File: config.mk
export PLATFORM = sky130hd
export DESIGN_NAME = fetch_unit
export DESIGN_NICKNAME = d
export VERILOG_FILES = /design/src/rtl/fetch_unit.sv
export SDC_FILE = /design/constraint.sdc
export NUM_CORES = 1
export LEC_CHECK = 0
export ABC_CLOCK_PERIOD_IN_PS = 8300
export CAP_MARGIN = 10
export CORE_ASPECT_RATIO = 1.5
export CORE_UTILIZATION = 46
export CTS_BUF_LIST = sky130_fd_sc_hd__clkbuf_8
export DETAILED_ROUTE_END_ITERATION = 8
export SLEW_MARGIN = 0
export SYNTH_ARGS = -nofsm -noshare
export SYNTH_HDL_FRONTEND = slang
export SYNTH_SLANG_ARGS = --single-unit
File: constraint.sdc
create_clock -name Clk -period 8.3 [get_ports Clk]
set_input_delay 2.49 -clock Clk [delete_from_list [all_inputs] [get_ports Clk]]
set_output_delay 2.49 -clock Clk [all_outputs]
set_load 0.02 [all_outputs]
File: src/rtl/fetch_unit.sv
// Instruction fetch stage: owns the PC, drives the synchronous instruction ROM,
// redirects through a 32-entry jump-target LUT and sequences Start/Done.
module fetch_unit #(
    parameter int PC_W      = 10,
    parameter int LUT_DEPTH = 32
) (
    input  logic            Clk,
    input  logic            Reset,
    input  logic            Start,
    input  logic            Stall,
    input  logic            Jump,
    input  logic [4:0]      Jptr,
    input  logic            lut_we,
    input  logic [4:0]      lut_waddr,
    input  logic [PC_W-1:0] lut_wdata,
    input  logic [PC_W-1:0] prog_end,
    output logic [PC_W-1:0] imem_addr,
    output logic            imem_en,
    input  logic [8:0]      imem_data,
    output logic [8:0]      mach_code,
    output logic            inst_valid,
    output logic [PC_W-1:0] inst_pc,
    output logic            Done
);

    typedef enum logic [1:0] {IDLE, RUN, DONE} state_t;

    state_t          state;
    logic [PC_W-1:0] pc;
    logic [PC_W-1:0] lut [LUT_DEPTH];
    logic            jump_take;
    logic            end_hit;

    assign imem_addr = pc;
    assign imem_en   = (state == RUN) && !Stall;
    assign mach_code = imem_data;

    // A taken jump on the last instruction wins over program completion.
    assign jump_take = inst_valid && Jump;
    assign end_hit   = inst_valid && (inst_pc == prog_end) && !Jump;

    always_ff @(posedge Clk) begin
        if (Reset) begin
            state      <= IDLE;
            pc         <= '0;
            inst_valid <= 1'b0;
            inst_pc    <= '0;
            Done       <= 1'b0;
            for (int i = 0; i < LUT_DEPTH; i++) begin
                lut[i] <= '0;
            end
        end else begin
            if (lut_we) begin
                lut[lut_waddr] <= lut_wdata;
            end
            unique case (state)
                IDLE: begin
                    if (Start) begin
                        state <= RUN;
                        pc    <= '0;
                    end
                end
                RUN: begin
                    if (!Stall) begin
                        inst_pc <= pc;
                        if (jump_take) begin
                            // Word fetched this cycle is squashed; the LUT read sees the pre-write value.
                            pc         <= lut[Jptr];
                            inst_valid <= 1'b0;
                        end else if (end_hit) begin
                            state      <= DONE;
                            Done       <= 1'b1;
                            inst_valid <= 1'b0;
                        end else begin
                            pc         <= pc + PC_W'(1);
                            inst_valid <= 1'b1;
                        end
                    end
                end
                DONE: begin
                    if (Start) begin
                        state <= RUN;
                        pc    <= '0;
                        Done  <= 1'b0;
                    end
                end
                default: state <= IDLE;
            endcase
        end
    end

endmodule

==> results.rst, run 1 <==
.. list-table::
   :header-rows: 1

   * - Metric
     - Value
   * - Final Worst Setup Slack
     - 1370 ps
   * - Crit path capture type
     - primary output
   * - Crit path kind
     - in -> out
   * - Library cells used by synthesis
     - 48
   * - Worst IR drop on VDD
     - 0.0949 mV
   * - Number of resized instances in the post-cts repair step
     - 0
   * - Area enclosed by the die boundary
     - 0.0358 mm^2
   * - Synth Area in Simple Gates
     - 16.7%
   * - Final design utilization
     - 53.0%
   * - Placed wire-length estimate
     - 26.2 mm
   * - Max-Slew Margin vs Limit
     - 26.4%
   * - Summed instance area of the synthesized netlist
     - 0.0161 mm^2
   * - Warnings from Yosys
     - 0
   * - First-pass GRT wire length
     - 60.0 mm
   * - Hold path startpoint
     - inst_pc[9]
   * - Setup bufs post-CTS
     - 0
   * - Max capacitance violation total
     - 0
   * - Residual DRC
     - 0
   * - Area occupied by registers
     - 0.0101 mm^2
   * - Final-report max-slew violation count
     - 0
   * - Core area
     - 0.0344 mm^2
   * - Remaining number of nets flagged by the antenna check after routing
     - 0
   * - Proportion of synthesized area in mux cells
     - 14.1%
   * - Xor-xnor portion of the synthesized cell area
     - 0.706%
   * - Share of cells above drive strength 1
     - 15.0%
   * - LEAKAGE
     - 6.34 nW
   * - Number of register bits inferred by synthesis
     - 344
   * - Length of the first detailed-routing pass in iterations
     - 5
   * - Vias per cell
     - 5.45
   * - Data arrival at the endpoint of the critical path
     - 4440 ps
   * - Via count of the first global-routing pass
     - 9626
   * - Remaining Overflow, GRT
     - 0
   * - Source of the worst register-to-register timing path
     - inst_pc[3]
   * - WL per Instance
     - 23.4 um
   * - Fillcell total
     - 2934
   * - Worst clock skew
     - 21.4 ps
   * - Number of I/O port buffers
     - 58
   * - Worst Hold Depth
     - 2
   * - Cells on worst reg2reg path
     - 6
   * - Routed wire length
     - 40.1 mm
   * - Number of hold buffers added after cts
     - 0
   * - Compound-Gate Fraction of Synth Area
     - 3.17%
   * - Clock edge transition at the registers on the reported setup and hold paths
     - 60 ps
   * - CP Launch Type
     - input port
   * - Accumulated negative setup slack
     - 0 ps
   * - Post-DP Area
     - 0.0173 mm^2
   * - Initial standard-cell utilization of the core
     - 46.9%
   * - Multi-input gate area in the final layout
     - 0.00559 mm^2
   * - Final estimated routing congestion in global placement
     - 0.835
   * - Final Setup Violations
     - 0
   * - Type of the worst min-delay path
     - reg -> reg
   * - Number of top-level pins
     - 77
   * - Antenna violations before repair
     - 1
   * - Nets
     - 1250
   * - Chip height
     - 231 um
   * - Dominant combinational cell family by area after synthesis
     - simple AND/OR/NAND/NOR gates
   * - Highest achievable clock rate
     - 144 MHz
   * - Chip width
     - 155 um
   * - Number of hold violations in the final report
     - 0
   * - Net count after synthesis
     - 1171
   * - Pin count of the biggest net entering global routing
     - 50
   * - Critical-path maximum fanout
     - 17
   * - Minimum setup slack after placement
     - 1380 ps
   * - Vias
     - 9336
   * - Final Cycle Share
     - 83.5%
   * - GRT Util Overall
     - 23.2%
   * - Placed Instances
     - 1617
   * - Clock Sink Count
     - 344
   * - Layout Area Growth over Synthesis
     - 12.9%
   * - Total number of placement rows
     - 83
   * - Post-synthesis sequential area ratio
     - 62.6%
   * - Adder-cell share of the synthesized area
     - 0.0776%
   * - Setup repair after global routing missed its margin
     - no
   * - TritonCTS Buffers
     - 52
   * - Crit path from
     - Stall
   * - Post-route cell area
     - 0.0182 mm^2
   * - Synthesized area divided by synthesized cell count
     - 14.3 um^2
   * - Transition at the pin with the smallest max-transition slack
     - 1100 ps
   * - Number of standard cells in the final layout excluding fillers
     - 1712
   * - Outcome
     - completed
   * - Root Driver
     - clkbuf_8
   * - WP data required
     - 5810 ps
   * - Power per cell area
     - 199 mW/mm^2
   * - Number of instances in the synthesized netlist
     - 1125
   * - H-tree level count
     - 2
   * - Count of routing violations after the opening detailed-route iteration
     - 605
   * - Post-layout minimum cycle time
     - 6930 ps
   * - Clock latency reported for the late side of the worst-skew pair
     - 590 ps
   * - Maximum clock insertion buffer count
     - 3
   * - CTS tree
     - built
==> area by class of cell <==
cell class	instances	share of cell area, %
antenna	1	0.0137
clock inverter	41	1.19
clock buffer	53	4.01
tap	467	3.21
multi-input combinational	690	30.7
sequential	344	55.4
timing repair buffer	108	5.26
inverter	8	0.165
==> report_power, final <==
part           switching (mW)  internal [mW]
Clock                   0.651          0.654
Combinational           0.183          0.128
Sequential             0.0247           1.98
Total                   0.859           2.76
==> worst max-delay path: stages <==
cell             delay (ps)
clkdlybuf4s50_1         460
nand2b_1                510
inv_1                   350
clkdlybuf4s50_1         620
==> state kept, by name (all words and copies together), names as in the netlist <==
register / flops
Done: 1
inst_valid: 1
imem_addr: 10
state: 2
lut: 320
inst_pc: 10
==> routing by layer <==
layer,GRT usage (%),up-vias,share of wire (%)
met1,27.5,4744,40
met3,2.77,64,3.8
met4,8.51,0,2.9
met2,42.9,243,53
met5,0,-,0
li1,-,4285,-
==> final timing paths <==
check / endpoint / slack [ps]
hold reg to reg: inst_pc[9] / 480
setup / recovery: imem_en / 1370
setup reg to reg: imem_addr[4] / 5980
hold / removal: inst_pc[9] / 480
==> synth_stat cells, drive strengths merged <==
| library cell | count | area, um^2 |
|---|---|---|
| buf | 31 | 213 |
| or2 | 1 | 6.26 |
| clkbuf | 52 | 195 |
| and2 | 320 | 2000 |
| nand4 | 8 | 50.1 |
| xor2 | 2 | 17.5 |
| edfxtp | 320 | 9610 |
| a22oi | 8 | 60.1 |
| mux4 | 79 | 1820 |
| nand3 | 21 | 105 |
| and3 | 1 | 6.26 |
| nand3b | 5 | 37.5 |
| o22ai | 9 | 56.3 |
| or3b | 1 | 8.76 |
| xnor2 | 11 | 96.3 |
| nor2b | 7 | 43.8 |
| a211o | 4 | 35.0 |
| a311oi | 2 | 17.5 |
| a21oi | 16 | 80.1 |
| or3 | 3 | 18.8 |
| nor3b | 1 | 7.51 |
| nor3 | 2 | 10.0 |
| o311ai | 4 | 35.0 |
| nand2b | 4 | 25.0 |
| nand2 | 44 | 165 |
| o211a | 1 | 10.0 |
| nor4 | 2 | 18.8 |
| or4 | 1 | 7.51 |
| a31oi | 1 | 6.26 |
| mux2i | 42 | 420 |
| mux2 | 2 | 26.3 |
| inv | 8 | 30.0 |
| dfxtp | 24 | 480 |
| ha | 1 | 12.5 |
| and4 | 1 | 8.76 |
| o21bai | 1 | 7.51 |
| o21ai | 39 | 195 |
| nor2 | 45 | 169 |
| o21a | 1 | 7.51 |
==> metrics by stage <==
| stage | hold WS [ps] | total power, mW |
|---|---|---|
| floorplan | 449 | 2.22 |
| global placement | 469 | 2.35 |
| detailed placement | 474 | 2.36 |
| CTS | 482 | 3.65 |
| global route | 506 | 3.74 |
| finish | 483 | 3.62 |
==> cells in the final DEF (no fill, tap or decap), drive strengths merged, types with 2 or more instances in the layout <==
cell           count
inv               23
a21oi             16
mux4              79
dfxtp             24
nand2             44
o21ai             39
nand2b             4
and2             320
nor2              45
nor4               2
xnor2             11
or3                3
nor2b              7
a311oi             2
a211o              4
nand3b             5
clkdlybuf4s50     55
clkinv            23
clkbuf            53
edfxtp           320
bufinv             2
nand4              8
xor2               2
nand3             21
o22ai              9
mux2i             42
nor3               2
o311ai             4
a22oi              8
mux2               2
buf               53
==> kinds of logic after synthesis <==
kind of cell	after synthesis
compound gates	86
xor+xnor	13
fa+ha+maj	1
buf+inv	91
flops	344
mux	123
simple gates	467
Note: power is estimated with default switching activity, not from simulation.
==> run 2: changes to the inputs <==
- ABC_CLOCK_PERIOD_IN_PS: 8300 -> 5800
- PLACE_DENSITY: default -> 0.66
- clock period: 8.3 -> 5.8 ns (I/O delays scaled with it)
==> run 2 against run 1 <==
  * Largest cell class unchanged
  * Cell count is 0.29% higher
  * Die area unchanged
  * Via count up 2.1%
  * Largest power group unchanged
  * Combinational power grew 45%
  * Critical path depth is the same
  * Hold slack better by 3.7 ps
  * Global-route usage shrank 0.36 points
  * Routed wire length shrank 1.7%
  * Sequential share of layout area down 0.16 points
  * Sequential power increased by 43%
  * Clock skew is 2.0 ps lower
  * Setup slack lost 330 ps
==> results.rst, run 2 (synthesis gave the netlist of run 1 again) <==
.. list-table::
   :header-rows: 1

   * - Metric
     - Value
   * - Maximum clock insertion buffer count
     - 3
   * - Worst Hold Depth
     - 2
   * - Setup repair after global routing missed its margin
     - no
   * - Met2 Use GR
     - 40.9%
   * - Antenna violations before repair
     - 1
   * - Fillcell total
     - 2893
   * - Accumulated negative setup slack
     - 0 ps
   * - Largest register by flop count
     - lut
   * - Multi-input gate area in the final layout
     - 0.00559 mm^2
   * - TritonCTS Buffers
     - 49
   * - Number of I/O port buffers
     - 58
   * - Type of the worst min-delay path
     - reg -> reg
   * - CP Launch Type
     - input port
   * - Number of flip-flops in the largest register
     - 320
   * - Via count of the first global-routing pass
     - 9693
   * - Critical-path maximum fanout
     - 2
   * - Critical Path Slowest Stage Cell
     - clkdlybuf4s50_1
   * - Max capacitance violation total
     - 0
   * - GRT Util Overall
     - 22.8%
   * - Layout Area Growth over Synthesis
     - 13.2%
   * - LEAKAGE
     - 6.39 nW
   * - Outcome
     - completed
   * - Routed wire length
     - 39.4 mm
   * - Transition at the pin with the smallest max-transition slack
     - 1280 ps
   * - Source of the worst register-to-register timing path
     - inst_pc[0]
   * - Worst clock skew
     - 19.3 ps
   * - Setup bufs post-CTS
     - 0
   * - Area enclosed by the die boundary
     - 0.0358 mm^2
   * - Vias
     - 9533
   * - GR peak layer
     - met2
   * - Met1 track utilization from global routing
     - 27.8%
   * - Remaining Overflow, GRT
     - 0
   * - CP most frequent cell
     - clkdlybuf4s50_1
   * - Highest achievable clock rate
     - 210 MHz
   * - Number of top-level pins
     - 77
   * - Max-Slew Margin vs Limit
     - 14.4%
   * - Root Driver
     - clkbuf_8
   * - Power per cell area
     - 280 mW/mm^2
   * - Remaining number of nets flagged by the antenna check after routing
     - 0
   * - Length of the first detailed-routing pass in iterations
     - 5
   * - Placed wire-length estimate
     - 26.4 mm
   * - Chip height
     - 231 um
   * - Clock latency reported for the late side of the worst-skew pair
     - 590 ps
   * - Cell chain of the critical path
     - clkdlybuf4s50_1, nand2b_1, inv_1, clkdlybuf4s50_1
   * - Data arrival at the endpoint of the critical path
     - 3020 ps
   * - Worst IR drop on VDD
     - 0.134 mV
   * - Setup slack on the worst flop-to-flop path
     - 3500 ps
   * - Vias per cell
     - 5.55
   * - Nets
     - 1257
   * - Clock edge transition at the registers on the reported setup and hold paths
     - 60 ps
   * - Final-report max-slew violation count
     - 0
   * - Area occupied by registers
     - 0.0101 mm^2
   * - Initial standard-cell utilization of the core
     - 46.9%
   * - H-tree level count
     - 2
   * - Commonest non-fill, non-tap cells in the layout
     - and2_1 (320), edfxtp_1 (320), mux4_2 (68)
   * - Chip width
     - 155 um
   * - Placed Instances
     - 1627
   * - Global-route met3 utilization
     - 2.79%
   * - Pin count of the biggest net entering global routing
     - 49
   * - Crit path from
     - Stall
   * - First-pass GRT wire length
     - 59.6 mm
   * - Post-layout minimum cycle time
     - 4760 ps
   * - Final estimated routing congestion in global placement
     - 0.847
   * - Total number of placement rows
     - 83
   * - WP data required
     - 4060 ps
   * - Number of standard cells in the final layout excluding fillers
     - 1717
   * - Cells on worst reg2reg path
     - 6
   * - CP peak stage delay
     - 610 ps
   * - Number of hold buffers added after cts
     - 0
   * - Clock Sink Count
     - 344
   * - Crit path kind
     - in -> out
   * - Final Setup Violations
     - 0
   * - Terminating pin of the worst hold path
     - inst_pc[3]
   * - Final Cycle Share
     - 82.0%
   * - WL per Instance
     - 23.0 um
   * - Number of resized instances in the post-cts repair step
     - 0
   * - CTS tree
     - built
   * - Residual DRC
     - 0
   * - End of the worst register-to-register path
     - imem_addr[4]
   * - Hold WS
     - 487 ps
   * - Core area
     - 0.0344 mm^2
   * - Share of cells above drive strength 1
     - 15.7%
   * - Hold path startpoint
     - inst_pc[3]
   * - Number of hold violations in the final report
     - 0
   * - Crit path capture type
     - primary output
   * - Count of routing violations after the opening detailed-route iteration
     - 700
## run 2: metal layers
metal,routed length (um),part of all wire (%)
met4,1360,3.5
met2,20700,53
met3,1990,5.0
met1,15300,39
met5,0,0
## run 2: cell type report
type	instances	area share (%)
repair buffers	118	5.73
clock buffers	57	4.30
multi-input cells	690	30.6
inverters	8	0.164
well taps	467	3.20
flip-flops and latches	344	55.3
diodes	1	0.0137
clock inverters	32	0.692
## run 2: worst max path at each step
stage | slack [ps] | endpoint | cells after the start
5_1_grt | 980 | imem_en | 4
2_1_floorplan | 1540 | imem_en | 4
3_3_place_gp | 1050 | imem_en | 4
3_5_place_dp | 1040 | imem_en | 4
6_report | 1040 | imem_en | 4
4_1_cts | 1030 | imem_en | 4
## run 2: per-stage QoR
step	cell area (um^2)	worst slack (ps)	power, mW	util (%)
finish	18300	1040	5.11	53.1
global placement	17300	1050	3.36	50.5
CTS	18300	1030	5.15	53.1
floorplan	16100	1540	3.18	-
global route	18300	977	5.28	53.1
detailed placement	17300	1040	3.37	50.5
## run 2: power breakdown
group          switching, mW  internal (mW)
registers             0.0346           2.83
logic                  0.262          0.189
clock network          0.906          0.890
## run 2: worst max-delay path: cells and delay by family
family        cells  cell delay, ps
buf+inv           3            1110
simple gates      1             160
